<file path="src/rtl/aes_pkg.sv">
`default_nettype none
// aes_pkg: shared widths, FSM state encoding and defaults for the AES host-side SPI master.
package aes_pkg;

  localparam int SETTLE_DEFAULT = 2;

  typedef enum logic [2:0] {
    IDLE   = 3'd0,
    TX     = 3'd1,
    SETTLE = 3'd2,
    RX     = 3'd3,
    DONE   = 3'd4
  } state_e;

  function automatic int KW(input int nk);
    return 32 * nk;
  endfunction

  function automatic int BW(input int nb);
    return 32 * nb;
  endfunction

endpackage
`default_nettype wire

</file>
<file path="src/rtl/spi_shift_reg.sv">
`default_nettype none
// spi_shift_reg: width-N shift register with parallel load, MSB shift-out and LSB shift-in.
module spi_shift_reg #(
  parameter int N = 8
) (
  input  logic         clk,
  input  logic         rst,
  input  logic         load_i,
  input  logic [N-1:0] load_data_i,
  input  logic         shift_i,
  input  logic         sin_i,
  output logic         msb_o,
  output logic [N-1:0] next_o
);

  logic [N-1:0] data_q;

  // next_o is the post-shift value, letting the owner capture the final bit in the same edge
  assign next_o = {data_q[N-2:0], sin_i};
  assign msb_o  = data_q[N-1];

  always_ff @(posedge clk or posedge rst) begin
    if (rst) begin
      data_q <= '0;
    end else if (load_i) begin
      data_q <= load_data_i;
    end else if (shift_i) begin
      data_q <= next_o;
    end
  end

endmodule
`default_nettype wire

</file>
<file path="src/rtl/aes_spi_master.sv">
`default_nettype none
// aes_spi_master: serialises key then ciphertext onto Mosi, waits a settle gap,
// then shifts the decrypted block back in from Miso (one bit per clk).
module aes_spi_master #(
  parameter int  nk     = 8,
  parameter int  nb     = 4,
  parameter int  SETTLE = aes_pkg::SETTLE_DEFAULT,
  localparam int KW     = aes_pkg::KW(nk),
  localparam int BW     = aes_pkg::BW(nb)
) (
  input  logic          clk,
  input  logic          rst,
  input  logic          start,
  input  logic [KW-1:0] key_in,
  input  logic [BW-1:0] block_in,
  input  logic          Miso,
  output logic          Mosi,
  output logic          cs_enc,
  output logic          busy,
  output logic          done,
  output logic [BW-1:0] result
);

  localparam int TXN = KW + BW;
  localparam int CW  = $clog2(TXN + 1);

  aes_pkg::state_e state_q, state_d;
  logic [CW-1:0]   cnt_q, cnt_d;
  logic [BW-1:0]   result_q, result_d;

  logic            tx_load, tx_msb, rx_shift;
  logic [BW-1:0]   rx_next;
  logic [TXN-1:0]  unused_tx_next;
  logic            unused_rx_msb;

  assign tx_load  = (state_q == aes_pkg::IDLE) && start;
  assign rx_shift = (state_q == aes_pkg::RX);

  spi_shift_reg #(.N(TXN)) u_tx_sr (
    .clk         (clk),
    .rst         (rst),
    .load_i      (tx_load),
    .load_data_i ({key_in, block_in}),
    .shift_i     (state_q == aes_pkg::TX),
    .sin_i       (1'b0),
    .msb_o       (tx_msb),
    .next_o      (unused_tx_next)
  );

  spi_shift_reg #(.N(BW)) u_rx_sr (
    .clk         (clk),
    .rst         (rst),
    .load_i      (tx_load),
    .load_data_i ({BW{1'b0}}),
    .shift_i     (rx_shift),
    .sin_i       (Miso),
    .msb_o       (unused_rx_msb),
    .next_o      (rx_next)
  );

  always_ff @(posedge clk or posedge rst) begin
    if (rst) begin
      state_q  <= aes_pkg::IDLE;
      cnt_q    <= '0;
      result_q <= '0;
    end else begin
      state_q  <= state_d;
      cnt_q    <= cnt_d;
      result_q <= result_d;
    end
  end

  always_comb begin
    state_d  = state_q;
    cnt_d    = cnt_q + CW'(1);
    result_d = result_q;
    Mosi     = 1'b0;
    cs_enc   = 1'b1;
    busy     = 1'b0;
    done     = 1'b0;
    case (state_q)
      aes_pkg::IDLE: begin
        cnt_d = '0;
        if (start) state_d = aes_pkg::TX;
      end
      aes_pkg::TX: begin
        cs_enc = 1'b0;
        busy   = 1'b1;
        Mosi   = tx_msb;
        if (cnt_q == CW'(TXN - 1)) begin
          state_d = aes_pkg::SETTLE;
          cnt_d   = '0;
        end
      end
      aes_pkg::SETTLE: begin
        cs_enc = 1'b0;
        busy   = 1'b1;
        if (cnt_q == CW'(SETTLE - 1)) begin
          state_d = aes_pkg::RX;
          cnt_d   = '0;
        end
      end
      aes_pkg::RX: begin
        cs_enc = 1'b0;
        busy   = 1'b1;
        // Final Miso bit is folded in here so result is complete on entry to DONE
        if (cnt_q == CW'(BW - 1)) begin
          result_d = rx_next;
          state_d  = aes_pkg::DONE;
          cnt_d    = '0;
        end
      end
      aes_pkg::DONE: begin
        done    = 1'b1;
        cnt_d   = '0;
        state_d = aes_pkg::IDLE;
      end
      default: begin
        cnt_d   = '0;
        state_d = aes_pkg::IDLE;
      end
    endcase
  end

  assign result = result_q;

endmodule
`default_nettype wire

</file>
<file path="config.mk">
export PLATFORM = sky130hd
export DESIGN_NAME = aes_spi_master
export DESIGN_NICKNAME = d
export VERILOG_FILES = /design/src/rtl/aes_pkg.sv /design/src/rtl/spi_shift_reg.sv /design/src/rtl/aes_spi_master.sv
export SDC_FILE = /design/constraint.sdc
export NUM_CORES = 2
export LEC_CHECK = 0
export CAP_MARGIN = 10
export CORE_ASPECT_RATIO = 0.9
export CORE_MARGIN = 8
export CORE_UTILIZATION = 50
export DETAILED_ROUTE_END_ITERATION = 10
export PLACE_DENSITY = 0.8
export SLEW_MARGIN = 20
export SYNTH_ARGS = -nofsm -noshare
export SYNTH_HDL_FRONTEND = slang
export SYNTH_SLANG_ARGS = --single-unit
</file>
<file path="constraint.sdc">
create_clock -name clk -period 43.9 [get_ports clk]
set_input_delay 8.78 -clock clk [delete_from_list [all_inputs] [get_ports clk]]
set_output_delay 8.78 -clock clk [all_outputs]
set_load 0.02 [all_outputs]
</file>
==> impl_metrics.yaml <==
logic_synthesis:
  ys_ff_latch: 651
  synth-compound-area-share: 0.09371
  synthMuxAreaShare: 0.1872
  synthSimpleGateAreaFrac: 0.09313
  yosysWarnings: 0
  seq_area_frac_synth: 0.5763
  synthTopCellsByCount: "dfrtp_1, nand2_1, mux2i_1"
  synth_area_leader_cell: "dfrtp_1"
  synth-edff-count: 0
  synthFlopType: "dfrtp_1"
  synthCells: 2557
  synth_area_um2: 28270
  synth.avg_cell_area_um2: 11.05
  synth.most_common_cell: "dfrtp_1"
  synth_xor_area_frac: 0.001859
  synthTopCellsByArea: "dfrtp_1, mux2i_1, nand2_1"
  syn_nets: 2947
  synthAdderAreaFrac: 0.0008853
  synth_top_family_by_area: "multiplexers"
  synth_top_area_frac: 0.5763
  synth-async-reset-ratio: 1.000
  ys_types: 42
setup_path:
  critPathArrivalTime_ns: 13.96
  start_kind: "primary input"
  critPathMaxFanout: 143
  critPathRequiredTime_ns: 44.31
  worst-setup-path-type: "in2reg"
  worstSetupEndpointType: "flip-flop"
  regToRegSetupSlack_ns: 38.51
die:
  row_count: 82
  start_util: 0.5065
  fp.dieH_um: 241.6
  dieArea_um2: 64410
  ios: 520
  die_w_um: 266.6
  coreArea_um2: 55810
sta:
  rsz0062_at_grt: "false"
  fin_setup_tns_ns: 0
  hold_ws_ns: 0.5050
  worst_slew_pin_slew_ns: 1.095
  max_slew_margin: 0.2703
  setup_viol_count_final: 0
  fmax_mhz: 73.80
  final-hold-violation-count: 0
  fin_skew_ns: 0.02378
  slew_violations: 0
  period_share: 0.3087
  fin_crit_ns: 13.55
route:
  post_drt_wl_per_cell_um: 18.61
  topRoutingLayerUsed: "met5"
  met1Wirelength_um: 28820
  route.met3.wl_um: 3824
  vias_per_cell: 5.325
  vias: 20263
  drc: 0
  first_pass_iters: 5
  ant_nets: 0
  routed-wl-met2_um: 34800
  wl_um: 70830
  drt_iter0_drc: 1735
grt:
  antenna_found_initial: 22
  grt_usage: 0.2145
  grt_start_max_net_pins: 238
  grt-ovfl-total: 0
  grt_pass1_wl_um: 112600
  grt_pass1_vias: 20930
clock_network:
  htree_levels: 3
  clockRootBuffer: "clkbuf_16"
  cts_buffers: 66
  cts.sinks: 651
  cts_setup_buffers: 0
  clk_path_buf_depth: 3
  cts_resized: 0
  clk_pin_slew_ns: 0.06
  clk_latency_ns: 0.59
  postCtsHoldBufs: 0
  cts_tree: "yes"
pwr:
  ir_drop_mv: 0.02524
  power.density_nw_per_um2: 35.93
  p_leak_nw: 17.00
finish:
  multi_input_area_um2: 10670
  stdcell_count: 3805
  area_delta_synth_final_pct: 25.73
  final_nets: 3369
  fin_util: 0.6368
  nFillCells: 4296
  seqCellArea_um2: 16290
  final_area_um2: 35540
  drive_gt1_frac: 0.08487
placed_design:
  dp_cells: 3667
  numPortBuffers: 519
  routabilityCongestion: 0.8526
  placed_cell_area_um2: 33330
  dp.final_hpwl_um: 48280
run:
  drv_cap: 0
worst_hold_path:
  min_path_type: "reg2reg"
status:
  outcome: "finished, final reports clean"
==> state kept, by name (all words and copies together), names as in the netlist <==
signal and flops:
u_tx_sr.data_q 384, result 128, u_rx_sr.data_q 127, cnt_q 9, state_q 3
==> power by group <==
group	switching, mW	leakage [nW]	internal, mW
Combinational	0.0318	8.16	0.0456
Clock	0.233	1.05	0.324
Sequential	0.0167	7.78	0.626
Total	0.282	17.0	0.995
==> final timing paths <==
path / start / end / cells past startpoint
worst max register to register: state_q[1] / u_tx_sr.data_q[132] / 7
max in group asynchronous: rst / u_rx_sr.data_q[50] / 4
worst min-delay path: result[17] / result[17] / 1
worst min register to register: result[17] / result[17] / 1
worst max-delay path: start / u_tx_sr.data_q[132] / 8
min in group asynchronous: rst / u_tx_sr.data_q[165] / 2
==> kinds of logic after synthesis <==
kind of cell | count (synthesis)
AO/OA/AOI/OAI | 521
flip-flops | 651
multiplexers | 509
buffers and inverters | 191
XOR/XNOR | 6
AND/OR/NAND/NOR | 677
adder cells (fa/ha/maj) | 2
==> layer usage <==
layer,track usage,vias up
li1,-,9548
met3,0.04383,170
met5,0,-
met1,0.2667,9936
met4,0.1091,4
met2,0.3530,605
==> metrics by stage <==
stage | power [mW] | setup WS, ns
floorplan | 0.6799 | 16.88
global placement | 0.7266 | 29.81
detailed placement | 0.7306 | 29.59
CTS | 1.290 | 30.23
global route | 1.325 | 29.89
finish | 1.277 | 30.35
==> critical path, cell delays in order <==
cell             delay [ns]
clkdlybuf4s50_1        0.51
nor4b_4                0.24
buf_4                  0.64
buf_4                  0.88
buf_4                  0.84
buf_6                  0.70
buf_4                  0.86
o21ai_0                0.25
==> final cells by class <==
| cell class | instances | area share |
|---|---|---|
| inverter | 4 | 0.0006337 |
| sequential | 651 | 0.4584 |
| clock buffer | 99 | 0.05425 |
| multi-input combinational | 1715 | 0.3002 |
| clock inverter | 18 | 0.006055 |
| antenna | 21 | 0.001479 |
| tap | 756 | 0.02662 |
| timing repair buffer | 541 | 0.1524 |
==> cells in the final DEF, fill, tap and decap left out, types with 4 or more instances in the layout <==
master           instances
dfrtp_1                651
nand2_1                641
clkdlybuf4s50_1        519
mux2i_1                381
o21ai_0                313
a21oi_1                130
mux2_2                 118
o21ai_1                 72
clkbuf_16               68
diode_2                 21
clkbuf_1                20
nor2_1                  14
buf_4                   14
clkbuf_8                11
mux2_4                  10
clkinv_2                 7
buf_6                    5
xnor2_1                  4
No activity file was read; power rests on OpenSTA's default activity.
